<file path="src/rtl/heatmap_frame_writer.sv">
// Walks a ROWS x COLS grid, maps each signed fixed-point node value to an RGB332 colour and writes it to pixel memory.
// Optional build macro HEATMAP_MARKER_EN forces the pixel at (MARK_ROW, MARK_COL) to purple.
module heatmap_frame_writer #(
  parameter int COLS        = 64,
  parameter int ROWS        = 64,
  parameter int ADDR_W      = 12,
  parameter int DATA_W      = 32,
  parameter int FRAC_BITS   = 27,
  parameter int WAIT_CYCLES = 2,
  parameter int MARK_ROW    = 0,
  parameter int MARK_COL    = 35
) (
  input  logic              clk_50,
  input  logic              reset,
  input  logic              comp_allow,
  input  logic              start,
  output logic              val_req,
  output logic [ADDR_W-1:0] val_addr,
  input  logic [DATA_W-1:0] val_data,
  output logic              write_en,
  output logic [ADDR_W-1:0] write_addr,
  output logic [7:0]        write_data,
  output logic              busy,
  output logic              done_write_sig
);

  typedef enum logic [2:0] {
    IDLE, READ, CAPTURE, WRITE, WAIT, ADVANCE, DONE
  } state_t;

  localparam logic [ADDR_W-1:0] LIN_LAST  = ADDR_W'(ROWS * COLS - 1);
  localparam logic [ADDR_W-1:0] COL_LAST  = ADDR_W'(COLS - 1);
  localparam logic [3:0]        WAIT_LAST = 4'((WAIT_CYCLES > 0) ? WAIT_CYCLES - 1 : 0);

  state_t state, state_next;
  logic [ADDR_W-1:0] lin, row, col;
  logic [3:0] wait_cnt;
  logic [2:0] colour_idx;
  logic [7:0] colour;
  logic abort;

  assign abort = reset || comp_allow;

  function automatic logic [7:0] palette(input logic [2:0] idx);
    case (idx)
      3'd0:    palette = 8'h03;
      3'd1:    palette = 8'h0F;
      3'd2:    palette = 8'h1F;
      3'd3:    palette = 8'h1C;
      3'd4:    palette = 8'h9C;
      3'd5:    palette = 8'hFC;
      3'd6:    palette = 8'hF0;
      default: palette = 8'hE0;
    endcase
  endfunction

  // Negative saturates to the coldest entry, >= 1.0 to the hottest; otherwise the top three fraction bits.
  always_comb begin
    colour_idx = val_data[FRAC_BITS-1 -: 3];
    if (val_data[DATA_W-1])
      colour_idx = 3'd0;
    else if (|val_data[DATA_W-2:FRAC_BITS])
      colour_idx = 3'd7;
  end

  logic unused_low_bits;
  assign unused_low_bits = ^val_data[FRAC_BITS-4:0];

`ifdef HEATMAP_MARKER_EN
  assign colour = (row == ADDR_W'(MARK_ROW) && col == ADDR_W'(MARK_COL)) ? 8'hE3 : palette(colour_idx);
`else
  logic unused_marker;
  assign unused_marker = (MARK_ROW == MARK_COL);
  assign colour = palette(colour_idx);
`endif

  always_ff @(posedge clk_50) begin
    if (abort)
      state <= IDLE;
    else
      state <= state_next;
  end

  always_ff @(posedge clk_50) begin
    if (abort || state == DONE) begin
      lin      <= '0;
      row      <= '0;
      col      <= '0;
      wait_cnt <= '0;
    end else begin
      if (state == WRITE)
        wait_cnt <= '0;
      else if (state == WAIT)
        wait_cnt <= wait_cnt + 4'd1;
      if (state == ADVANCE && lin != LIN_LAST) begin
        lin <= lin + 1'b1;
        if (col == COL_LAST) begin
          col <= '0;
          row <= row + 1'b1;
        end else begin
          col <= col + 1'b1;
        end
      end
    end
  end

  // Write port registers keep their last value through an abort; only reset clears them.
  always_ff @(posedge clk_50) begin
    if (reset) begin
      write_addr <= '0;
      write_data <= '0;
    end else if (state == CAPTURE && !comp_allow) begin
      write_addr <= lin;
      write_data <= colour;
    end
  end

  always_comb begin
    state_next = state;
    case (state)
      IDLE:    if (start && !comp_allow) state_next = READ;
      READ:    state_next = CAPTURE;
      CAPTURE: state_next = WRITE;
      WRITE:   state_next = (WAIT_CYCLES > 0) ? WAIT : ADVANCE;
      WAIT:    if (wait_cnt == WAIT_LAST) state_next = ADVANCE;
      ADVANCE: state_next = (lin == LIN_LAST) ? DONE : READ;
      DONE:    state_next = IDLE;
      default: state_next = IDLE;
    endcase
  end

  always_comb begin
    val_req        = (state == READ);
    val_addr       = (state == READ) ? lin : '0;
    write_en       = (state == WRITE);
    busy           = (state != IDLE) && (state != DONE);
    done_write_sig = (state == DONE);
  end

endmodule
</file>
<file path="config.mk">
export PLATFORM = sky130hd
export DESIGN_NAME = heatmap_frame_writer
export DESIGN_NICKNAME = d
export VERILOG_FILES = /design/src/rtl/heatmap_frame_writer.sv
export SDC_FILE = /design/constraint.sdc
export NUM_CORES = 1
export LEC_CHECK = 0
export CORE_ASPECT_RATIO = 0.8
export CORE_MARGIN = 10
export CORE_UTILIZATION = 43
export DETAILED_ROUTE_END_ITERATION = 8
export PLACE_DENSITY = 0.8
export SYNTH_ARGS = -nofsm -noshare
export SYNTH_HDL_FRONTEND = slang
export SYNTH_SLANG_ARGS = --single-unit
export TNS_END_PERCENT = 100
</file>
<file path="constraint.sdc">
create_clock -name clk_50 -period 2.1 [get_ports clk_50]
set_input_delay 0.525 -clock clk_50 [delete_from_list [all_inputs] [get_ports clk_50]]
set_output_delay 0.525 -clock clk_50 [all_outputs]
set_load 0.02 [all_outputs]
</file>
# [After elaboration in Yosys (flattened, before gate mapping)]
# Index checks and enable logic that the tools add are counted.
[classes] n_eq_ne=18 muxes=8 addsub=2 n_reduce_logical=13
[op_table] cell="$pmux 8 s7" n=1
[op_table] cell="$eq 3x3->1 const B" n=6
[op_table] cell="$pmux 3 s6" n=1
[op_table] cell="$mux 3" n=5
[op_table] cell="$add 12x1->12 const B" n=1
[op_table] cell="$eq 12x12->1 const B" n=1
[op_table] cell="$eq 3x2->1 const B" n=4
[op_table] cell="$mux 12" n=1
[op_table] cell="$ne 12x12->1 const B" n=1
[op_table] cell="$eq 3x1->1 const B" n=2
[op_table] cell="$logic_not 3->1" n=2
[op_table] cell="$add 4x1->4 const B" n=1
[op_table] cell="$eq 4x1->1 const B" n=1
[op_table] cell="$logic_and 1x1->1" n=4
[op_table] cell="$reduce_or 4->1" n=1
[op_table] cell="$ne 3x3->1 const B" n=1
[op_table] cell="$reduce_bool 3->1" n=1
[op_table] cell="$logic_or 1x1->1" n=2
[op_table] cell="$ne 2x1->1 const B" n=1
[op_table] cell="$ne 2x2->1 const B" n=1
[op_table] cell="$reduce_and 2->1" n=1
[op_table] cell="$reduce_or 2->1" n=1
[op_table] cell="$logic_not 1->1" n=1
[totals] ff_bits=39 elab_cells=46 inputBits=36 output_inout_bits=36

# [Longest topological paths before layout]
[depth] ltp_word=5 depth_mapped=6 mapped_depth_nobuf=5

# [Worst setup path before layout]
# OpenSTA, ideal clock, no wires.
[synth_path] path_kind="register -> output" startpoint="register state[0]" endpoint="output port val_addr[0]" path_stages_with_launch=6 arrival_ps=1466 n_path_buf=2 path_slack_ps=109 required_time_ps=1575 path_cell_list="dfxtp_1 buf_2 inv_1 nor3_1 clkbuf_1 and2_1"
[synth_via] elab_chain_cells=2
[synth_lines] item="from (decl)" line="35" text="state_t state, state_next;"
[synth_lines] item="from (signal assigned)" line="81" text="state <= state_next;"
[synth_lines] item="$eq 3x1->1"
[synth_lines] item="net val_req" line="17" text="output logic val_req,"
[synth_lines] item="$mux 12" line="134" text="val_addr = (state == READ) ? lin : '0;"
[synth_lines] item="to (decl)" line="18" text="output logic [ADDR_W-1:0] val_addr,"
# The timed path passes the listed nets, and every way through them passes these cells.

# [Worst setup path after layout]
[layout_path] startpoint="register state[1]" endpoint="output port busy"
[layout_via] elab_chain_cells=2 word_cells_on_any_way=3 classes_between="1 x eq/ne; 2 x reduce/logical"
[layout_lines] item="$ne 3x3->1 or $reduce_bool 3->1 (tied branches)" line="136" text="busy = (state != IDLE) && (state != DONE);"
[layout_lines] item="$logic_and 1x1->1 *" line="136"
[layout_lines] item="to (decl)" line="23" text="output logic busy,"
# Every way passes the cells marked *; elsewhere a longest branch is shown, timed or not.

==> impl_metrics.ini <==
[power_and_ir_drop]
p_int_w = 0.000996
p_sw_share_pct = 22.1
p_leak_nw = 0.895
switching_power_w = 0.000282
seqPwrFrac_pct = 53.7
cellPowerDensity_nw_per_um2 = 525
pwr-share-clk_pct = 39.6
ir_worst_vdd_mv = 0.337
combPwrFrac_pct = 6.7

[sta]
skew_ns = 0.00259
finalCritPeriodShare_pct = 97.3
hold_violations = 0
period_needed_ns = 2.04
max_freq_mhz = 490
fin_hold_ws_ns = 0.454
finalMaxSlewViolations = 0
final.setup.tns_ns = 0
setup_violations = 0
worst_slew_pin_slew_ns = 0.362
slew_headroom_pct = 75.8

[outcome]
outcome = finished clean

[routing]
via_per_inst = 5.36
avgRoutedWirePerCell_microns = 14.4
drtIter0Drc = 93
drt_pass1_iterations = 5
num_vias = 1800
drt_wl_total_microns = 4850
drc = 0
drtAntennaViolNets = 0

[logic_synthesis]
synth-async-reset-ratio_pct = 0
ys_top_cells_by_area = dfxtp_1 41%, a21oi_1 9.3%, nand2_1 7.2%
ys_ff_latch = 36
syn_avg_cell_area_sq_um = 8.02
synth-seq-area-share_pct = 40.6
yosysTopAreaCellShare_pct = 40.6
yosysUniqueCellTypes = 39
netlist_instances = 221
syn_area_sq_um = 1770
synth_warnings = 0
synth_edf_count = 0
yosys.area.top_type = dfxtp_1
synth_ff_type = dfxtp_1
syn_nets = 260

[min_path]
hold_depth = 2
worstHoldEndpoint = write_addr[10]
hold_path_startpoint = write_addr[10]
hp-class = reg2reg

[finish]
fillers = 371
drive_above_1_share_pct = 15.7
final_cell_mix = 36 x dfxtp_1, 34 x nand2_1, 33 x a21oi_1
multi_input_area_sq_um = 960
fin_util_pct = 62.7
diodes = 0
register_area_sq_um = 721
area_growth_pct = 37.2
final_nets = 319
final_common_cell = dfxtp_1

[cts]
cts_tree = done
cts_resized = 28
cts_buffers = 5
postCtsSetupBuffers = 0
clk_latency_ns = 0.29
clockBufferDepth = 2
ctsHoldBuffers = 0
path_clk_slew_ns = 0.07
clock-root-buffer = clkbuf_8
clock-sinks = 36
htree_levels = 2

[critical_path]
reg2reg_depth = 5
path_delay_family = simple AND/OR/NAND/NOR gates
reg2reg_slack_ns = 0.20
cp_slowest_stage_delay_ns = 0.37
path_class = reg2out
r2r-start = state[2]
timing.rr.end = lin[5]
arrival_ns = 1.52
required_ns = 1.57
critical_path_peak_fanout = 7
startpoint_type = flip-flop
path_buf_inv = 1
crit_slowest_cell = dfxtp_1
cp-startpoint = state[1]
worst_setup_path_end_kind = primary output
crit_chain = nor2b_2 > or3_1 > clkdlybuf4s15_1

[grt]
antenna_found_initial = 0
track_usage_pct = 13.9
overflow = 0
grt_max_degree = 18
grtUsageMet1_pct = 15.9
grt_pass1_wl_microns = 8310
grt_busiest_layer = met2
grt_pass1_vias = 1793
grt_use_met3_pct = 4.71
use_met2_pct = 22.6

[placement]
routabilityCongestion = 0.810
port-buffer-count = 47
dp_hpwl_microns = 3600

[die]
die_height_microns = 77.4
io_pins = 72
start_util_pct = 45.7
num_rows = 20
dieArea_sq_um = 7110
core-area_sq_um = 3880
die_w_microns = 91.8

[flow_run]
drv_cap = 0
-- final cells by class --
class	count	share of cell area (%)
timing repair buffer	67	23.5
inverter	6	0.926
tap	55	2.83
clock buffer	8	3.70
sequential	36	29.6
multi-input combinational	164	39.5
-- cells in the mapped netlist (all sizes together), types with 2 or more instances --
cell type and count:
ha 3, o211ai 2, nor2 13, nor3 4
o31ai 6, or3 7, a211oi 3, buf 11
nor2b 3, nor4 4, o21ai 9, nand2 34
nand3 6, a21oi 33, dfxtp 36, or4 6
inv 6, or3b 2, nand4 3, or2 2
clkbuf 4, and3b 2, and2 9
-- how the worst max path moves through the flow --
stage | endpoint | slack, ns | cells after the start
final | busy | 0.06 | 3
after global routing | val_addr[5] | -0.006 | 5
after CTS | val_addr[2] | 0.004 | 5
after detailed placement | write_data[6] | 0.01 | 4
after global placement | val_addr[0] | 0.04 | 5
after floorplan | val_addr[0] | 0.11 | 5
-- worst min-delay path: cells and delay by family (launching register included) --
kind | cells | cell delay (ns)
compound gates | 1 | 0.05
flops | 1 | 0.31
simple gates | 1 | 0.05
-- power groups by stage --
stage	Sequential (W)	Combinational [W]	Clock (W)
floorplan	0.000702	0.0000364	0
global placement	0.000702	0.0000842	0
detailed placement	0.000702	0.0000862	0
CTS	0.000686	0.0000854	0.000516
global route	0.000686	0.0000934	0.000545
finish	0.000686	0.0000861	0.000506
-- registers in the layout, summed over array words and instances (netlist names) --
signal and cells:
write_data 5, state 3, lin 12, wait_cnt 4, write_addr 12
-- through the flow --
stage	instances	area [sq um]	worst slack (ns)	total power [W]
after floorplan	221	1770	0.109	0.000738
after global placement	328	2380	0.0373	0.000786
after detailed placement	328	2380	0.0134	0.000788
after CTS	336	2470	0.00449	0.00129
after global routing	336	2430	-0.00590	0.00132
final	336	2430	0.0577	0.00128
-- metal layers --
metal  wire [microns]  part of all wire [%]  up-vias
met5                0                     0        -
met1             2040                    42      824
li1                 -                     -      905
met2             2280                    47       63
met4               89                   1.8        0
met3              439                   9.1        8
-- logic make-up (layout without fill, tap and decap cells) --
logic type	Yosys count	in the layout	share of synthesized area [%]
AND/OR/NAND/NOR	99	99	30.3
AO/OA/AOI/OAI	61	61	20.7
flip-flops	36	36	40.6
buffers and inverters	21	81	5.65
adder cells (fa/ha/maj)	3	3	2.12
multiplexers	1	1	0.565
No activity file was read; power rests on OpenSTA's default activity.
